`src/rtl/shift_arbiter.sv`:
```
// Shares one external 32-bit pipelined right-shift/rotate unit between two
// requesters. A round-robin arbiter picks at most one request per cycle.
// Left shifts and rotates are built from the right-only unit: the operand is
// bit-reversed on the way in and the result is bit-reversed on the way out.
// A tag pipeline, aligned with the shifter latency, sends each result back to
// the requester that issued it.
//
// Ports
//   clk, rst_n                    clock, synchronous active-low reset
//   reqN_valid/ready/data/amt/op  request port N (op: 0=SRL 1=ROR 2=SLL 3=ROL)
//   rspN_valid/data               one-cycle result pulse for requester N
//   sh_a/sh_sel/sh_rotate         operand, amount and rotate enable to shifter
//   sh_b                          shifter result, LAT edges after sampling
//   busy                          ops in flight or a response pending
module shift_arbiter #(
  parameter int LAT  = 5,
  parameter int OP_W = 2
) (
  input  logic            clk,
  input  logic            rst_n,
  input  logic            req0_valid,
  output logic            req0_ready,
  input  logic [31:0]     req0_data,
  input  logic [4:0]      req0_amt,
  input  logic [OP_W-1:0] req0_op,
  input  logic            req1_valid,
  output logic            req1_ready,
  input  logic [31:0]     req1_data,
  input  logic [4:0]      req1_amt,
  input  logic [OP_W-1:0] req1_op,
  output logic            rsp0_valid,
  output logic [31:0]     rsp0_data,
  output logic            rsp1_valid,
  output logic [31:0]     rsp1_data,
  output logic [31:0]     sh_a,
  output logic [4:0]      sh_sel,
  output logic            sh_rotate,
  input  logic [31:0]     sh_b,
  output logic            busy
);

  function automatic logic [31:0] bitrev(input logic [31:0] x);
    logic [31:0] r;
    for (int i = 0; i < 32; i++) r[i] = x[31-i];
    return r;
  endfunction

  // rr_q names the requester that wins when both are valid.
  logic            rr_q, rr_d;
  logic            gnt_vld, gnt_id;
  logic [31:0]     sel_data;
  logic [4:0]      sel_amt;
  logic [OP_W-1:0] sel_op;

  logic [LAT-1:0]  tvld_q, tvld_d;
  logic [LAT-1:0]  tid_q, tid_d;
  logic [LAT-1:0]  trev_q, trev_d;

  logic            rsp0_vld_q, rsp0_vld_d;
  logic            rsp1_vld_q, rsp1_vld_d;
  logic [31:0]     rsp0_data_q, rsp0_data_d;
  logic [31:0]     rsp1_data_q, rsp1_data_d;
  logic [31:0]     res_fix;
  logic            busy_q, busy_d;

  // Stage p0: arbitration and combinational issue to the shifter
  always_comb begin
    gnt_vld = 1'b0;
    gnt_id  = 1'b0;
    if (rst_n) begin
      if (req0_valid && req1_valid) begin
        gnt_vld = 1'b1;
        gnt_id  = rr_q;
      end else if (req0_valid) begin
        gnt_vld = 1'b1;
      end else if (req1_valid) begin
        gnt_vld = 1'b1;
        gnt_id  = 1'b1;
      end
    end
  end

  assign req0_ready = gnt_vld && !gnt_id;
  assign req1_ready = gnt_vld &&  gnt_id;

  assign sel_data = gnt_id ? req1_data : req0_data;
  assign sel_amt  = gnt_id ? req1_amt  : req0_amt;
  assign sel_op   = gnt_id ? req1_op   : req0_op;

  assign sh_a      = gnt_vld ? (sel_op[1] ? bitrev(sel_data) : sel_data) : 32'd0;
  assign sh_sel    = gnt_vld ? sel_amt : 5'd0;
  assign sh_rotate = gnt_vld && sel_op[0];

  // Pointer flips to the other requester only when a transfer happens.
  assign rr_d = gnt_vld ? !gnt_id : rr_q;

  // Tag pipeline: stage 0 captures the issue, each stage advances every edge
  always_comb begin
    tvld_d    = tvld_q;
    tid_d     = tid_q;
    trev_d    = trev_q;
    tvld_d[0] = gnt_vld;
    tid_d[0]  = gnt_id;
    trev_d[0] = sel_op[1];
    for (int i = 1; i < LAT; i++) begin
      tvld_d[i] = tvld_q[i-1];
      tid_d[i]  = tid_q[i-1];
      trev_d[i] = trev_q[i-1];
    end
  end

  // Response stage: last tag stage lines up with sh_b
  assign res_fix     = trev_q[LAT-1] ? bitrev(sh_b) : sh_b;
  assign rsp0_vld_d  = tvld_q[LAT-1] && !tid_q[LAT-1];
  assign rsp1_vld_d  = tvld_q[LAT-1] &&  tid_q[LAT-1];
  assign rsp0_data_d = rsp0_vld_d ? res_fix : rsp0_data_q;
  assign rsp1_data_d = rsp1_vld_d ? res_fix : rsp1_data_q;
  assign busy_d      = (|tvld_d) || rsp0_vld_d || rsp1_vld_d;

  always_ff @(posedge clk) begin
    if (!rst_n) begin
      rr_q        <= 1'b0;
      tvld_q      <= '0;
      rsp0_vld_q  <= 1'b0;
      rsp1_vld_q  <= 1'b0;
      rsp0_data_q <= 32'd0;
      rsp1_data_q <= 32'd0;
      busy_q      <= 1'b0;
    end else begin
      rr_q        <= rr_d;
      tvld_q      <= tvld_d;
      rsp0_vld_q  <= rsp0_vld_d;
      rsp1_vld_q  <= rsp1_vld_d;
      rsp0_data_q <= rsp0_data_d;
      rsp1_data_q <= rsp1_data_d;
      busy_q      <= busy_d;
    end
  end

  // Tag id/rev bits are qualified by tvld_q, so they need no reset.
  always_ff @(posedge clk) begin
    tid_q  <= tid_d;
    trev_q <= trev_d;
  end

  assign rsp0_valid = rsp0_vld_q;
  assign rsp1_valid = rsp1_vld_q;
  assign rsp0_data  = rsp0_data_q;
  assign rsp1_data  = rsp1_data_q;
  assign busy       = busy_q;

endmodule
```
`config.mk`:
```
export PLATFORM = sky130hd
export DESIGN_NAME = shift_arbiter
export DESIGN_NICKNAME = d
export VERILOG_FILES = /design/src/rtl/shift_arbiter.sv
export SDC_FILE = /design/constraint.sdc
export NUM_CORES = 1
export LEC_CHECK = 0
export BUFFER_PORTS_ARGS = -buffer_cell sky130_fd_sc_hd__buf_2
export CAP_MARGIN = 20
export CELL_PAD_IN_SITES_DETAIL_PLACEMENT = 1
export CELL_PAD_IN_SITES_GLOBAL_PLACEMENT = 1
export CORE_MARGIN = 2
export CORE_UTILIZATION = 35
export DETAILED_ROUTE_END_ITERATION = 10
export PLACE_DENSITY_LB_ADDON = 0.1
export SLEW_MARGIN = 15
export SYNTH_ARGS = -nofsm -noshare
export SYNTH_HDL_FRONTEND = slang
export SYNTH_SLANG_ARGS = --single-unit
```
`constraint.sdc`:
```
create_clock -name clk -period 3.5 [get_ports clk]
set_input_delay 0 -clock clk [delete_from_list [all_inputs] [get_ports clk]]
set_output_delay 0 -clock clk [all_outputs]
set_load 0.05 [all_outputs]
```
# Word-level counts from Yosys, hierarchy flattened
# Cells that the tools add are included.
dict set report classes {
  shift 0
  mul 0
  muxes 14
  bitwise 0
  n_div 0
  n_lt_le_gt_ge 0
  n_addsub 0
  reduce_logical 11
  n_eq_ne 0
}
# cell count
set ops {}
lappend ops {{$mux 32} 4}
lappend ops {{$mux 5} 2}
lappend ops {{$mux 1} 7}
lappend ops {{$logic_and 1x1->1} 6}
lappend ops {{$reduce_or 5->1} 1}
lappend ops {{$logic_not 1->1} 2}
lappend ops {{$logic_or 1x1->1} 2}
lappend ops {{$mux 2} 1}
dict set report word_totals {
  mem_bits_ro 0
  latch_bits 0
  in_bits 114
  ram_bits 0
  output_inout_bits 107
  regBits 83
  memories 0
}

# Depth between registers and ports, before layout
# Gate-level depths: netlist of the first run.
dict set report depth {
  ltp_word 7
  mapped_depth 7
  ltp_nobuf 6
}

# Worst setup path before layout of the first run
# OpenSTA, ideal clock, no wires.
dict set report synth_path {
  kind {register to output}
  startpoint {register rr_q}
  endpoint {output sh_a[21]}
  n_path_buf 1
  t_required_ns 3.500
  path_slack_ns 0.016
  path_stages_with_launch 7
  arrival_ns 3.484
  path_cell_list {dfxtp_1 > nand2b_2 > nand3_4 > inv_4 > buf_4 > mux2i_1 > a2111oi_0}
}
dict set report synth_between {
  elab_chain_cells 5
  word_cells_on_any_way 6
}
# item line
set synth_lines {}
lappend synth_lines {{from (decl)} 49} ;# logic rr_q, rr_d;
lappend synth_lines {{from (signal assigned)} 130} ;# rr_q <= rr_d;
lappend synth_lines {{$mux 1 (*)} 71} ;# if (req0_valid && req1_valid) begin
lappend synth_lines {{$mux 1 (*)} 70} ;# if (rst_n) begin
lappend synth_lines {{$mux 32 or $mux 2 (tied branches)} {86, 88}}
lappend synth_lines {{$mux 32 (*) (2 in series)} 90} ;# assign sh_a = gnt_vld ? (sel_op[1] ? bitrev(sel_data) : sel_data) : 32'd0;
lappend synth_lines {{to (decl)} 35} ;# output logic [31:0] sh_a,
# Mark *: on every way between the ends. The rest lies on a longest branch, timed or not.

# Final worst setup path of the first run
dict set report layout_path {
  startpoint {register rr_q}
  endpoint {output sh_a[1]}
}
# The elaborated chain is that of the path after synthesis.

==> flow_metrics.tcl, run 1 <==
set metrics [dict create \
    initialDrtViolationCount 170 \
    clk-insertion-delay-late_ns 0.33 \
    cts-resized-gates 0 \
    cts_tree "yes" \
    cpMaxStageDelayCell "mux2i_4" \
    cp_data_required_time_ns 3.50 \
    postRouteAntennaNets 0 \
    die_h_um 113 \
    grt_setup_unrepaired "false" \
    synth-simple-area-share_pct 18.0 \
    status "finished clean" \
    cts_buffers 9 \
    grt_max_degree 74 \
    internal-power_w 0.00175 \
    maxCapViolCount 0 \
    cp_cell_sequence "nand2b_2 > nand3_4 > inv_4 > mux2i_4 > inv_2 > a2111oi_1 > buf_2" \
    crit_arrival_ns 3.08 \
    antenna_found_initial 0 \
    vias 4168 \
    fin_nets 736 \
    path_buf_inv 3 \
    grt_pass1_vias 4266 \
    hold_viol 0 \
    r2r_start "rr_q" \
    syn_inst 433 \
    combPwrFrac_pct 19.2 \
    rows 39 \
    mostFrequentLayoutCells "buf_2 (220), dfxtp_1 (82), nand2_1 (68)" \
    yosysSeqAreaShare_pct 39.7 \
    overflow 0 \
    layout.cells.most_common "buf_2" \
    min_to "rr_q" \
    worstHoldStart "req0_valid" \
    ios 221 \
    fmax_mhz 324 \
    synthXorXnorAreaFrac_pct 0 \
    ff2ff_setup_slack_ns 1.38 \
    p_per_area_nw_per_um2 440 \
    synth_mux_area_share_pct 12.0 \
    rr_endpoint "trev_q[0]" \
    async_flop_share_pct 0 \
    p_sw_w 0.000730 \
    syn2layout_area_growth_pct 34.7 \
    place.gp.congestion 0.747 \
    peakVddDrop_mv 0.225 \
    via_per_inst 5.41 \
    ys_types 30 \
    swShare_pct 29.5 \
    postCtsSetupBuffers 0 \
    cp_max_fo 36 \
    synth_top_family_by_area "compound AO/OA/AOI/OAI gates" \
    syn-num-nets 547 \
    port_buffers 220 \
    core_sq_um 11500 \
    min_path_type "input pin to register" \
    rr_worst_depth 5 \
    fin_crit_sh_pct 88.1 \
    pwr-share-seq_pct 39.8 \
    endpoint_kind "output port" \
    wl_per_cell_um 17.0 \
    clk_path_buf_depth 2 \
    drive_gt1_share_pct 41.1 \
    yosysWarningCount 0 \
    dieWidth_um 113 \
    start_util_pct 36.3 \
    clockRootBuffer "clkbuf_16" \
    synthesis.area_sq_um 4180 \
    clk_pin_slew_ns 0.06 \
    dp.final_hpwl_um 9470 \
    setup_viol 0 \
    totalNegativeSetupSlack_ns 0 \
    dr.pass1.iters 4 \
    dieArea_sq_um 12800 \
    drc 0 \
    drv_slew 0 \
    grt_usage_pct 20.3 \
    pwr-share-clk_pct 41.1 \
    holdBufCountCts 0 \
    synthFlopType "dfxtp_1" \
    routed_wl_um 13100 \
    n_fill_cell 1369 \
    tightest_slew_ns 0.977 \
    cts_max_level 3 \
    finalClockSkew_ns 0.00626 \
    grt_pass1_wl_um 21000 \
    synth_area_per_cell_sq_um 9.65 \
    synth_compound_area_share_pct 25.0 \
    whs_ns 0.0216 \
    min_period_ns 3.08 \
    relSlewSlack_pct 34.9 \
    cts_sinks 83 \
    worstSetupPathType "register to output port" \
    startpoint_type "register" \
    leakage_nw 3.31 \
    cpPeakStageDelay_ns 0.55 \
    critical_path.top_delay_family "buffers and inverters" \
    synth_edf_count 0 \
    diodes 0 \
    ys_ff_latch 83 \
    synth_adder_area_share_pct 0 \
    worstHoldPathCells 3 \
]
## Yosys cell counts (all sizes together) (2+ instances only)
cell	n	area share, %
a2111oi	32	8.1
a22o	4	0.84
clkbuf	31	2.8
a21oi	2	0.24
mux2i	49	12
nand2	68	6.1
buf	15	2.0
and2	6	0.90
nand2b	2	0.36
nor3b	32	5.7
inv	4	0.42
o211a	64	15
a21boi	2	0.36
dfxtp	83	40
nor3	33	4.0
## worst reg2reg max path, stage by stage (launching register included)
cell and delay [ns]:
dfxtp_1 0.33, nand2b_2 0.15, nand3_4 0.35, inv_4 0.19
mux2i_4 0.55, inv_2 0.34
## power by group through the flow
stage / Combinational, W / Sequential (W) / Clock (W)
floorplan: 0.000310 / 0.00102 / 0
global placement: 0.000468 / 0.00101 / 0
detailed placement: 0.000477 / 0.00101 / 0
CTS: 0.000479 / 0.000985 / 0.00105
global route: 0.000509 / 0.000988 / 0.00109
finish: 0.000475 / 0.000985 / 0.00102
## stage by stage
step | total power [W] | utilization [%] | area (sq um) | setup slack, ns | cells
global route | 0.00259 | 48.9 | 5630 | 0.147 | 770
finish | 0.00248 | 48.9 | 5630 | 0.416 | 770
CTS | 0.00251 | 48.9 | 5630 | 0.386 | 770
detailed placement | 0.00148 | 46.0 | 5300 | 0.768 | 754
floorplan | 0.00133 | - | 4180 | 0.0162 | 433
global placement | 0.00147 | 46.0 | 5300 | 0.918 | 754
## final cells by class
class                           instances  area (sq um)  area share [%]
Timing Repair Buffer                  224          1130            20.1
Tap cell                              143           179            3.18
Clock inverter                          7           101            1.80
Multi-Input combinational cell        300          2310            41.1
Clock buffer                            9           225            4.00
Inverter                                4          17.5           0.311
Sequential cell                        83          1660            29.5
## kinds of logic after synthesis
logic type / after synthesis
AOI/OAI and AO/OA: 105
buffers and inverters: 50
DFF: 83
muxes: 49
and+or+nand+nor: 146
## metal layers
metal  wire length, um  up-vias  track usage (%)
li1                  -     2004                -
met1              5230     2008             22.4
met2              6820      131             37.6
met3               732       25             5.20
met4               287        0             6.67
met5                 0        -                0
## state kept, by name, summed over array words and instances, names as in the netlist
name        count
rsp1_valid      1
trev_q          5
rsp1_data      32
rsp0_valid      1
tvld_q          5
rr_q            1
busy            1
tid_q           5
rsp0_data      32
## worst max-delay path by stage
stage	slack (ns)	depth (start not counted)	end	startpoint
global route	0.15	7	sh_a[4]	rr_q
finish	0.42	7	sh_a[1]	rr_q
detailed placement	0.77	7	sh_a[6]	rr_q
CTS	0.39	7	sh_a[6]	rr_q
floorplan	0.02	6	sh_a[21]	rr_q
global placement	0.92	7	sh_a[1]	rr_q
(Power assumes the default switching activity.)
==> run 2, diff against run 1 <==
- CELL_PAD_IN_SITES_DETAIL_PLACEMENT: 1 -> not set
- CELL_PAD_IN_SITES_GLOBAL_PLACEMENT: 1 -> not set
- CORE_UTILIZATION: 35 -> 49
- PLACE_DENSITY: not set -> 0.95
- PLACE_DENSITY_LB_ADDON: 0.1 -> not set
==> flow_metrics.tcl, run 2 (synthesis results as in run 1) <==
set metrics [dict create \
    fmax_mhz 316 \
    clockRootBuffer "clkbuf_8" \
    core_sq_um 8260 \
    startpoint_type "register" \
    worstSetupPathType "register to output port" \
    cts_tree "yes" \
    setup_viol 0 \
    cp_data_required_time_ns 3.50 \
    gr-max-usage-layer "met2" \
    drv_slew 0 \
    dieWidth_um 96.4 \
    finalClockSkew_ns 0.0107 \
    cp_max_fo 36 \
    grt_pass1_vias 3851 \
    place.gp.congestion 0.928 \
    dr.pass1.iters 8 \
    totalNegativeSetupSlack_ns 0 \
    wl_per_cell_um 16.4 \
    maxCapViolCount 0 \
    leakage_nw 3.26 \
    clk_path_buf_depth 2 \
    clk_pin_slew_ns 0.07 \
    endpoint_kind "output port" \
    postCtsSetupBuffers 0 \
    start_util_pct 50.6 \
    postRouteAntennaNets 0 \
    port_buffers 220 \
    layout.cells.most_common "buf_2" \
    cts_max_level 3 \
    drc 0 \
    relSlewSlack_pct 32.3 \
    fin_nets 737 \
    die_h_um 96.4 \
    grt_use_met3_pct 6.58 \
    grt_usage_pct 24.5 \
    syn2layout_area_growth_pct 30.5 \
    p_per_area_nw_per_um2 385 \
    min_period_ns 3.16 \
    grt_max_degree 74 \
    diodes 0 \
    overflow 0 \
    grtUsageMet2_pct 45.4 \
    min_path_type "input pin to register" \
    postLayoutCoreUtil_pct 66.1 \
    via_per_inst 5.76 \
    ios 221 \
    drive_gt1_share_pct 41.1 \
    cts_sinks 83 \
    placed_area_sq_um 5260 \
    peakVddDrop_mv 0.239 \
    finalInstanceArea_sq_um 5460 \
    dp.final_hpwl_um 8810 \
    routed_wl_um 12000 \
    gr-usage-met1_pct 26.4 \
    crit_arrival_ns 3.16 \
    fin_crit_sh_pct 90.4 \
    antenna_found_initial 0 \
    dieArea_sq_um 9290 \
    mostFrequentLayoutCells "buf_2 (220), dfxtp_1 (82), nand2_1 (68)" \
    clk-insertion-delay-late_ns 0.34 \
    grt_setup_unrepaired "false" \
    grt_pass1_wl_um 17900 \
    initialDrtViolationCount 181 \
    rows 33 \
    holdBufCountCts 0 \
    cts-resized-gates 0 \
    hold_viol 0 \
    cts_buffers 9 \
    vias 4213 \
    tightest_slew_ns 1.02 \
    status "finished clean" \
]
run 2: cell count changes in the layout (fill, tap and decap cells not counted):
cell / change
and2_4: -1
clkinv_2: +2
buf_12: +1
clkbuf_8: +9
bufinv_16: -1
clkbuf_16: -9
inv_6: -1
and2_2: +1
clkinv_4: -1
clkinvlp_4: -1
run 2: through the flow:
stage                     total power (W)  hold slack [ns]  setup slack [ns]  std cells
after global placement            0.00146            0.310             0.953        716
after CTS                         0.00211           0.0105             0.353        730
after floorplan                   0.00133            0.188            0.0162        433
after global routing              0.00219           0.0224             0.137        731
final                             0.00210           0.0194             0.337        731
after detailed placement          0.00148            0.312             0.738        716
run 2: metal layers:
metal  up-vias  part of all wire [%]
met5         -                     0
met4         0                   2.4
met3        32                   7.4
met2       185                    53
met1      1988                    38
li1       2008                     -
run 2: area by class of cell:
class                      instances  area (sq um)
clock buffer                       9           124
clock inverter                     5          56.3
fill                             651          2800
tap                              105           131
inverter                           4          17.5
sequential                        83          1660
timing repair buffer             225          1150
multi-input combinational        300          2310
run 2: critical path, stage by stage (launching register included):
cell and delay (ns):
dfxtp_1 0.32, nand2b_2 0.14, nand3_4 0.31, inv_4 0.17
mux2i_4 0.52, inv_2 0.32, a2111oi_0 0.65, buf_2 0.38
run 2: final timing paths:
check | startpoint | end | slack (ns) | cells past startpoint
setup reg to reg | rr_q | trev_q[0] | 1.50 | 5
hold reg to reg | trev_q[0] | trev_q[1] | 0.32 | 0
setup / recovery | rr_q | sh_a[31] | 0.34 | 7
hold / removal | req0_valid | rr_q | 0.02 | 3
run 2: report_power, final:
group	total [W]	internal, W	switching, W	leakage [nW]
clock	0.000641	0.000320	0.000321	0.0909
combinational	0.000474	0.000153	0.000321	2.49
sequential	0.000984	0.000963	0.0000213	0.674
total	0.00210	0.00144	0.000663	3.26
